## src/rtl/ing_record_fifo_pkg.sv

```systemverilog
// Shared defaults and the op-bit clear helper for the ing record FIFO.
// OP_W_MAX bounds the op width the helper can handle.
package ing_record_pkg;

    localparam int          OP_W_DEF        = 32;
    localparam int          PL_W_DEF        = 6;
    localparam int          OP_W_MAX        = 64;
    localparam logic [31:0] OP_CLR_MASK_DEF = 32'h0000_0200;

    function automatic logic [OP_W_MAX-1:0] apply_op_clr(
        input logic [OP_W_MAX-1:0] op,
        input logic [OP_W_MAX-1:0] mask
    );
        return op & ~mask;
    endfunction

endpackage

```

## src/rtl/ing_record_fifo_if.sv

```systemverilog
// Record handshake bundle: producer side (in_*) and consumer side (out_*).
// master = the environment driving records in and accepting them out; slave = the FIFO.
interface ing_record_fifo_if
    import ing_record_pkg::*;
#(
    parameter int OP_W = OP_W_DEF,
    parameter int PL_W = PL_W_DEF
);
    logic            in_vld;
    logic            in_rdy;
    logic [OP_W-1:0] in_op;
    logic [PL_W-1:0] in_pl;
    logic            out_vld;
    logic            out_rdy;
    logic [OP_W-1:0] out_op;
    logic [PL_W-1:0] out_pl;

    modport master (
        output in_vld, in_op, in_pl, out_rdy,
        input  in_rdy, out_vld, out_op, out_pl
    );

    modport slave (
        input  in_vld, in_op, in_pl, out_rdy,
        output in_rdy, out_vld, out_op, out_pl
    );
endinterface

```

## src/rtl/ing_record_fifo_mem.sv

```systemverilog
// DEPTH x W record storage: one synchronous write port, one asynchronous read port.
// Contents are not reset; validity is tracked by the FIFO occupancy count.
module ing_fifo_mem #(
    parameter int DEPTH = 8,
    parameter int W     = 38,
    parameter int AW    = $clog2(DEPTH)
) (
    input  logic          clock,
    input  logic          we,
    input  logic [AW-1:0] waddr,
    input  logic [W-1:0]  wdata,
    input  logic [AW-1:0] raddr,
    output logic [W-1:0]  rdata
);
    logic [W-1:0] mem_q [DEPTH];

    always_ff @(posedge clock) begin
        if (we) begin
            mem_q[waddr] <= wdata;
        end
    end

    assign rdata = mem_q[raddr];
endmodule

```

## src/rtl/ing_record_fifo.sv

```systemverilog
// In-order {op, pl} record FIFO, op masked on write; first-word fall-through, latency 1.
// in_rdy = !full (no pass-through when full); head held while out_vld && !out_rdy. Stats: ING_RECORD_FIFO_STATS_EN.
module ing_record_fifo
    import ing_record_pkg::*;
#(
    parameter int              OP_W        = OP_W_DEF,
    parameter int              PL_W        = PL_W_DEF,
    parameter int              DEPTH       = 8,
    parameter logic [OP_W-1:0] OP_CLR_MASK = OP_W'(OP_CLR_MASK_DEF)
) (
    input  logic                         clock,
    input  logic                         rst_n,
    input  logic                         flush,
    ing_record_fifo_if.slave             bus,
    output logic [$clog2(DEPTH+1)-1:0]   count,
    output logic                         full,
    output logic                         empty
`ifdef ING_RECORD_FIFO_STATS_EN
    ,
    output logic [31:0]                  push_cnt,
    output logic [31:0]                  pop_cnt,
    output logic [$clog2(DEPTH+1)-1:0]   hi_water
`endif
);
    localparam int             AW      = $clog2(DEPTH);
    localparam int             CW      = $clog2(DEPTH+1);
    localparam logic [CW-1:0]  DEPTH_C = CW'(DEPTH);

    typedef struct packed {
        logic [OP_W-1:0] op;
        logic [PL_W-1:0] pl;
    } s_ing_t;

    typedef struct packed {
        logic [OP_W-1:0] op;
        logic [PL_W-1:0] pl;
    } z_ing_t;

    s_ing_t        in_rec;
    z_ing_t        wr_rec;
    z_ing_t        rd_rec;
    logic [AW-1:0] wr_ptr_q, wr_ptr_d;
    logic [AW-1:0] rd_ptr_q, rd_ptr_d;
    logic [CW-1:0] count_q, count_d;
    logic          push;
    logic          pop;

    assign in_rec.op = bus.in_op;
    assign in_rec.pl = bus.in_pl;
    assign wr_rec.op = OP_W'(apply_op_clr(OP_W_MAX'(in_rec.op), OP_W_MAX'(OP_CLR_MASK)));
    assign wr_rec.pl = in_rec.pl;

    assign empty       = (count_q == '0);
    assign full        = (count_q == DEPTH_C);
    assign count       = count_q;
    assign bus.in_rdy  = !full;
    assign bus.out_vld = !empty;
    // Gating on empty makes the outputs read zero the instant reset asserts.
    assign bus.out_op  = empty ? '0 : rd_rec.op;
    assign bus.out_pl  = empty ? '0 : rd_rec.pl;

    assign push = bus.in_vld && !full;
    assign pop  = !empty && bus.out_rdy;

    always_comb begin
        wr_ptr_d = wr_ptr_q;
        rd_ptr_d = rd_ptr_q;
        count_d  = count_q;
        if (flush) begin
            wr_ptr_d = '0;
            rd_ptr_d = '0;
            count_d  = '0;
        end else begin
            if (push) wr_ptr_d = wr_ptr_q + 1'b1;
            if (pop)  rd_ptr_d = rd_ptr_q + 1'b1;
            case ({push, pop})
                2'b10:   count_d = count_q + 1'b1;
                2'b01:   count_d = count_q - 1'b1;
                default: count_d = count_q;
            endcase
        end
    end

    always_ff @(posedge clock or negedge rst_n) begin
        if (!rst_n) begin
            wr_ptr_q <= '0;
            rd_ptr_q <= '0;
            count_q  <= '0;
        end else begin
            wr_ptr_q <= wr_ptr_d;
            rd_ptr_q <= rd_ptr_d;
            count_q  <= count_d;
        end
    end

    ing_fifo_mem #(
        .DEPTH (DEPTH),
        .W     (OP_W + PL_W),
        .AW    (AW)
    ) u_mem (
        .clock (clock),
        .we    (push && !flush),
        .waddr (wr_ptr_q),
        .wdata (wr_rec),
        .raddr (rd_ptr_q),
        .rdata (rd_rec)
    );

`ifdef ING_RECORD_FIFO_STATS_EN
    logic [31:0]   push_cnt_q;
    logic [31:0]   pop_cnt_q;
    logic [CW-1:0] hi_water_q;

    always_ff @(posedge clock or negedge rst_n) begin
        if (!rst_n) begin
            push_cnt_q <= '0;
            pop_cnt_q  <= '0;
            hi_water_q <= '0;
        end else if (flush) begin
            push_cnt_q <= '0;
            pop_cnt_q  <= '0;
            hi_water_q <= '0;
        end else begin
            if (push && (push_cnt_q != '1)) push_cnt_q <= push_cnt_q + 1'b1;
            if (pop && (pop_cnt_q != '1))   pop_cnt_q  <= pop_cnt_q + 1'b1;
            // Track against next-state so the peak lines up with count.
            if (count_d > hi_water_q)       hi_water_q <= count_d;
        end
    end

    assign push_cnt = push_cnt_q;
    assign pop_cnt  = pop_cnt_q;
    assign hi_water = hi_water_q;
`endif
endmodule

```

## src/flat_wrapper.sv

```systemverilog
// flat-port wrapper written by rule: the top's interface ports become plain ports
module ing_record_fifo_flat import ing_record_pkg::*;
#(
    parameter int              OP_W        = OP_W_DEF,
    parameter int              PL_W        = PL_W_DEF,
    parameter int              DEPTH       = 8,
    parameter logic [OP_W-1:0] OP_CLR_MASK = OP_W'(OP_CLR_MASK_DEF)
)
  (clock, rst_n, flush, count, full, empty, bus_in_vld, bus_in_op, bus_in_pl, bus_out_rdy, bus_in_rdy, bus_out_vld, bus_out_op, bus_out_pl);
  ing_record_fifo_if #(.OP_W(OP_W), .PL_W(PL_W)) bus_i ();
  input  logic clock;
  input  logic rst_n;
  input  logic flush;
  output logic [$clog2(DEPTH+1)-1:0] count;
  output logic full;
  output logic empty;
  input wire logic [$bits(bus_i.in_vld)-1:0] bus_in_vld;
  input wire logic [$bits(bus_i.in_op)-1:0] bus_in_op;
  input wire logic [$bits(bus_i.in_pl)-1:0] bus_in_pl;
  input wire logic [$bits(bus_i.out_rdy)-1:0] bus_out_rdy;
  output wire logic [$bits(bus_i.in_rdy)-1:0] bus_in_rdy;
  output wire logic [$bits(bus_i.out_vld)-1:0] bus_out_vld;
  output wire logic [$bits(bus_i.out_op)-1:0] bus_out_op;
  output wire logic [$bits(bus_i.out_pl)-1:0] bus_out_pl;
  assign bus_i.in_vld = bus_in_vld;
  assign bus_i.in_op = bus_in_op;
  assign bus_i.in_pl = bus_in_pl;
  assign bus_i.out_rdy = bus_out_rdy;
  assign bus_in_rdy = bus_i.in_rdy;
  assign bus_out_vld = bus_i.out_vld;
  assign bus_out_op = bus_i.out_op;
  assign bus_out_pl = bus_i.out_pl;
  ing_record_fifo #(.OP_W(OP_W), .PL_W(PL_W), .DEPTH(DEPTH), .OP_CLR_MASK(OP_CLR_MASK)) u_core (.clock(clock), .rst_n(rst_n), .flush(flush), .bus(bus_i), .count(count), .full(full), .empty(empty));
endmodule
```

## config.mk

```make
export PLATFORM = sky130hd
export DESIGN_NAME = ing_record_fifo_flat
export DESIGN_NICKNAME = d
export VERILOG_FILES = /design/src/rtl/ing_record_fifo_pkg.sv /design/src/rtl/ing_record_fifo_if.sv /design/src/rtl/ing_record_fifo_mem.sv /design/src/rtl/ing_record_fifo.sv /design/src/flat_wrapper.sv
export SDC_FILE = /design/constraint.sdc
export NUM_CORES = 1
export LEC_CHECK = 0
export CAP_MARGIN = 20
export CELL_PAD_IN_SITES_DETAIL_PLACEMENT = 0
export CELL_PAD_IN_SITES_GLOBAL_PLACEMENT = 1
export CORE_MARGIN = 2
export CORE_UTILIZATION = 51
export DETAILED_ROUTE_END_ITERATION = 12
export PLACE_DENSITY_LB_ADDON = 0.3
export SYNTH_ARGS = -nofsm -noshare
export SYNTH_HDL_FRONTEND = slang
export SYNTH_SLANG_ARGS = --single-unit
```

## constraint.sdc

```tcl
create_clock -name clock -period 5.5 [get_ports clock]
set_input_delay 1.1 -clock clock [delete_from_list [all_inputs] [get_ports clock]]
set_output_delay 1.1 -clock clock [all_outputs]
set_load 0.02 [all_outputs]
```

==> metrics.csv <==
stage,metric,value,unit
grt,grt_pass1_wl,35500,µm
setup_path,cp.arrival,3310,ps
floorplanning,die_w,157,µm
clock_tree,clockBufferDepth,3,
setup_path,cp-end-kind,output port,
synthesis,synthTopCellsByArea,"edfxtp_1 75%, mux4_2 14%, mux2i_1 3.3%",
grt,groute.usage.overall,19.7,%
clock_tree,postCtsSetupBuffers,0,
setup_path,ff2ff_setup_slack,2620,ps
power,leakagePower,4.42,nW
setup_path,timing.critical_path.required,4400,ps
synthesis,async_flop_share,3.27,%
synthesis,synth_seq_cells,306,
setup_path,path_max_fanout,42,
grt,antenna_found_initial,0,
timing,tightest_slew,1050,ps
timing,fin_crit,4410,ps
layout,final_core_util,62.6,%
synthesis,syn-num-nets,598,
power,ir_worst_vdd,282,µV
clock_tree,path_clk_slew,70,ps
floorplanning,die_height,157,µm
clock_tree,cts_buffers,30,
synthesis,synth_top_cell_by_area,edfxtp_1,
synthesis,syn_inst,551,
worst_hold_path,hp-class,reg2reg,
clock_tree,cts_resized,0,
run_status,status,"complete, no violations",
setup_path,crit_type,reg2out,
route,dr_total_vias,5641,
floorplanning,start_util,52.2,%
timing,report.final.slew_viol_count,0,
timing,relSlewSlack,30.3,%
clock_tree,ctsRootBufferMaster,clkbuf_16,
timing,rsz0062_at_grt,false,
floorplanning,core-area,0.0228,mm²
synthesis,synth_edf_count,296,
route,initialDrtViolationCount,438,
route,wl_per_cell,23.5,µm
clock_tree,clk_latency,550,ps
power,power_density,466,mW/mm²
synthesis,yosysTopAreaCellShare,74.8,%
floorplanning,ios,89,
placed_design,hpwl,12300,µm
synthesis,synthFlopType,edfxtp_1,
timing,setup_viol,0,
layout,fillers,1576,
timing,finalHoldViolations,0,
run,cap_violations,0,
clock_tree,cts_tree,done,
power,finalPower,0.00664,W
timing,final.setup_skew,19.4,ps
synthesis,ys_warn_count,0,
grt,overflow,0,
route,drt-vias-per-instance,5.68,
timing,finalCritPeriodShare,80.3,%
placed_design,globalplace.congestion,0.703,
grt,grt_max_degree,77,
timing,finalSetupTns,0,ps
route,dr.pass1.iters,4,
clock_tree,cts_max_level,1,
layout,drive_gt1_share,22.7,%
placed_design,io_buffer_count,86,
floorplanning,die-area,0.0245,mm²
timing,fmax,227,MHz
route,drcViolationCount,0,
synthesis,mappedNetlistArea,0.0119,mm²
grt,grt_pass1_vias,5991,
route,drt.antenna.violating_nets,0,
floorplanning,rows,55,
layout,fin_nets,702,
clock_tree,clkSinkCount,306,
synthesis,yosysSeqAreaShare,76.9,%
layout,syn_to_final_growth,19.9,%
route,wirelength,23300,µm
synthesis,avgSynthCellArea,21.6,µm²
synthesis,yosysUniqueCellTypes,36,
clock_tree,hold_buffers,0,
setup_path,start_kind,register,
[cell type report]
| type | count | area, µm² | share of cell area (%) |
|---|---|---|---|
| Clock inverter | 24 | 255 | 1.79 |
| Multi-Input combinational cell | 212 | 2650 | 18.6 |
| Sequential cell | 306 | 9150 | 64.2 |
| Tap cell | 313 | 392 | 2.75 |
| Clock buffer | 32 | 779 | 5.47 |
| Inverter | 3 | 11.3 | 0.0790 |
| Antenna cell | 1 | 2.50 | 0.0176 |
| Timing Repair Buffer | 102 | 1010 | 7.11 |
[sequential cells by signal, indices dropped and copies added, names as in the netlist]
| name | cells |
|---|---|
| u_core.count | 4 |
| u_core.rd_ptr_q | 3 |
| u_core.u_mem.mem_q | 296 |
| u_core.wr_ptr_q | 3 |
[cells in the final DEF (no fill, tap or decap), types with 6 or more instances in the layout]
cell / count
mux2i_1: 39
nor2_4: 6
clkinv_1: 6
clkinvlp_4: 7
buf_4: 14
mux4_2: 74
clkdlybuf4s50_1: 86
dfrtp_1: 7
clkbuf_16: 31
clkinv_2: 6
nor2_1: 45
edfxtp_1: 296
[metal layers]
metal / global-route usage [%] / wire [µm] / up-vias
met1: 26.0 / 9540 / 2963
met5: 0 / 0 / -
met3: 3.54 / 1290 / 31
met4: 4.33 / 464 / 0
met2: 34.5 / 12000 / 162
li1: - / - / 2485
[through the flow]
| stage | hold slack (ps) | setup slack (ps) | instances | cell area (µm²) |
|---|---|---|---|---|
| final | 606 | 1090 | 993 | 14300 |
| after floorplan | 546 | 649 | 551 | 11900 |
| after global placement | 569 | 1610 | 935 | 13200 |
| after global routing | 665 | 844 | 992 | 14200 |
| after CTS | 615 | 986 | 991 | 14200 |
| after detailed placement | 600 | 1590 | 935 | 13200 |
[Yosys cell counts, types with 3 or more instances]
library cell  count
a21oi_1           4
buf_1             4
buf_2            11
clkbuf_1         13
dfrtp_1          10
edfxtp_1        296
ha_1              4
inv_1             3
mux2i_1          39
mux4_2           74
nand2_1           5
nand3_1           3
nor2_1           51
nor3_1            4
xor2_1            4
[worst paths after layout]
check                              startpoint                   endpoint  depth (start not counted)
max                        u_core.rd_ptr_q[0]              bus_out_pl[2]                          5
min                        u_core.wr_ptr_q[0]         u_core.wr_ptr_q[0]                          2
max reg2reg                   u_core.count[1]  u_core.u_mem.mem_q[4][27]                          5
min reg2reg                u_core.wr_ptr_q[0]         u_core.wr_ptr_q[0]                          2
max in group asynchronous               rst_n         u_core.rd_ptr_q[0]                          1
min in group asynchronous               rst_n         u_core.wr_ptr_q[0]                          1
[power by group]
part	leakage [nW]	internal (W)	total [W]	switching, W
Combinational	1.13	0.000858	0.00176	0.000897
Sequential	2.80	0.00265	0.00278	0.000135
Clock	0.488	0.00126	0.00210	0.000846
[critical path, cell delays in order, from the launching register on]
cell	delay, ps
dfrtp_4	900
buf_12	400
mux4_2	560
mux2i_1	160
nor2_1	110
clkdlybuf4s50_1	610
[cells by family after synthesis]
group / synth area share (%)
buf+inv: 1.25
mux: 17.3
fa+ha+maj: 0.421
simple gates: 2.70
compound gates: 0.937
xor+xnor: 0.442
other cells: 0.0316
flops: 76.9
No activity file was read; power rests on OpenSTA's default activity.
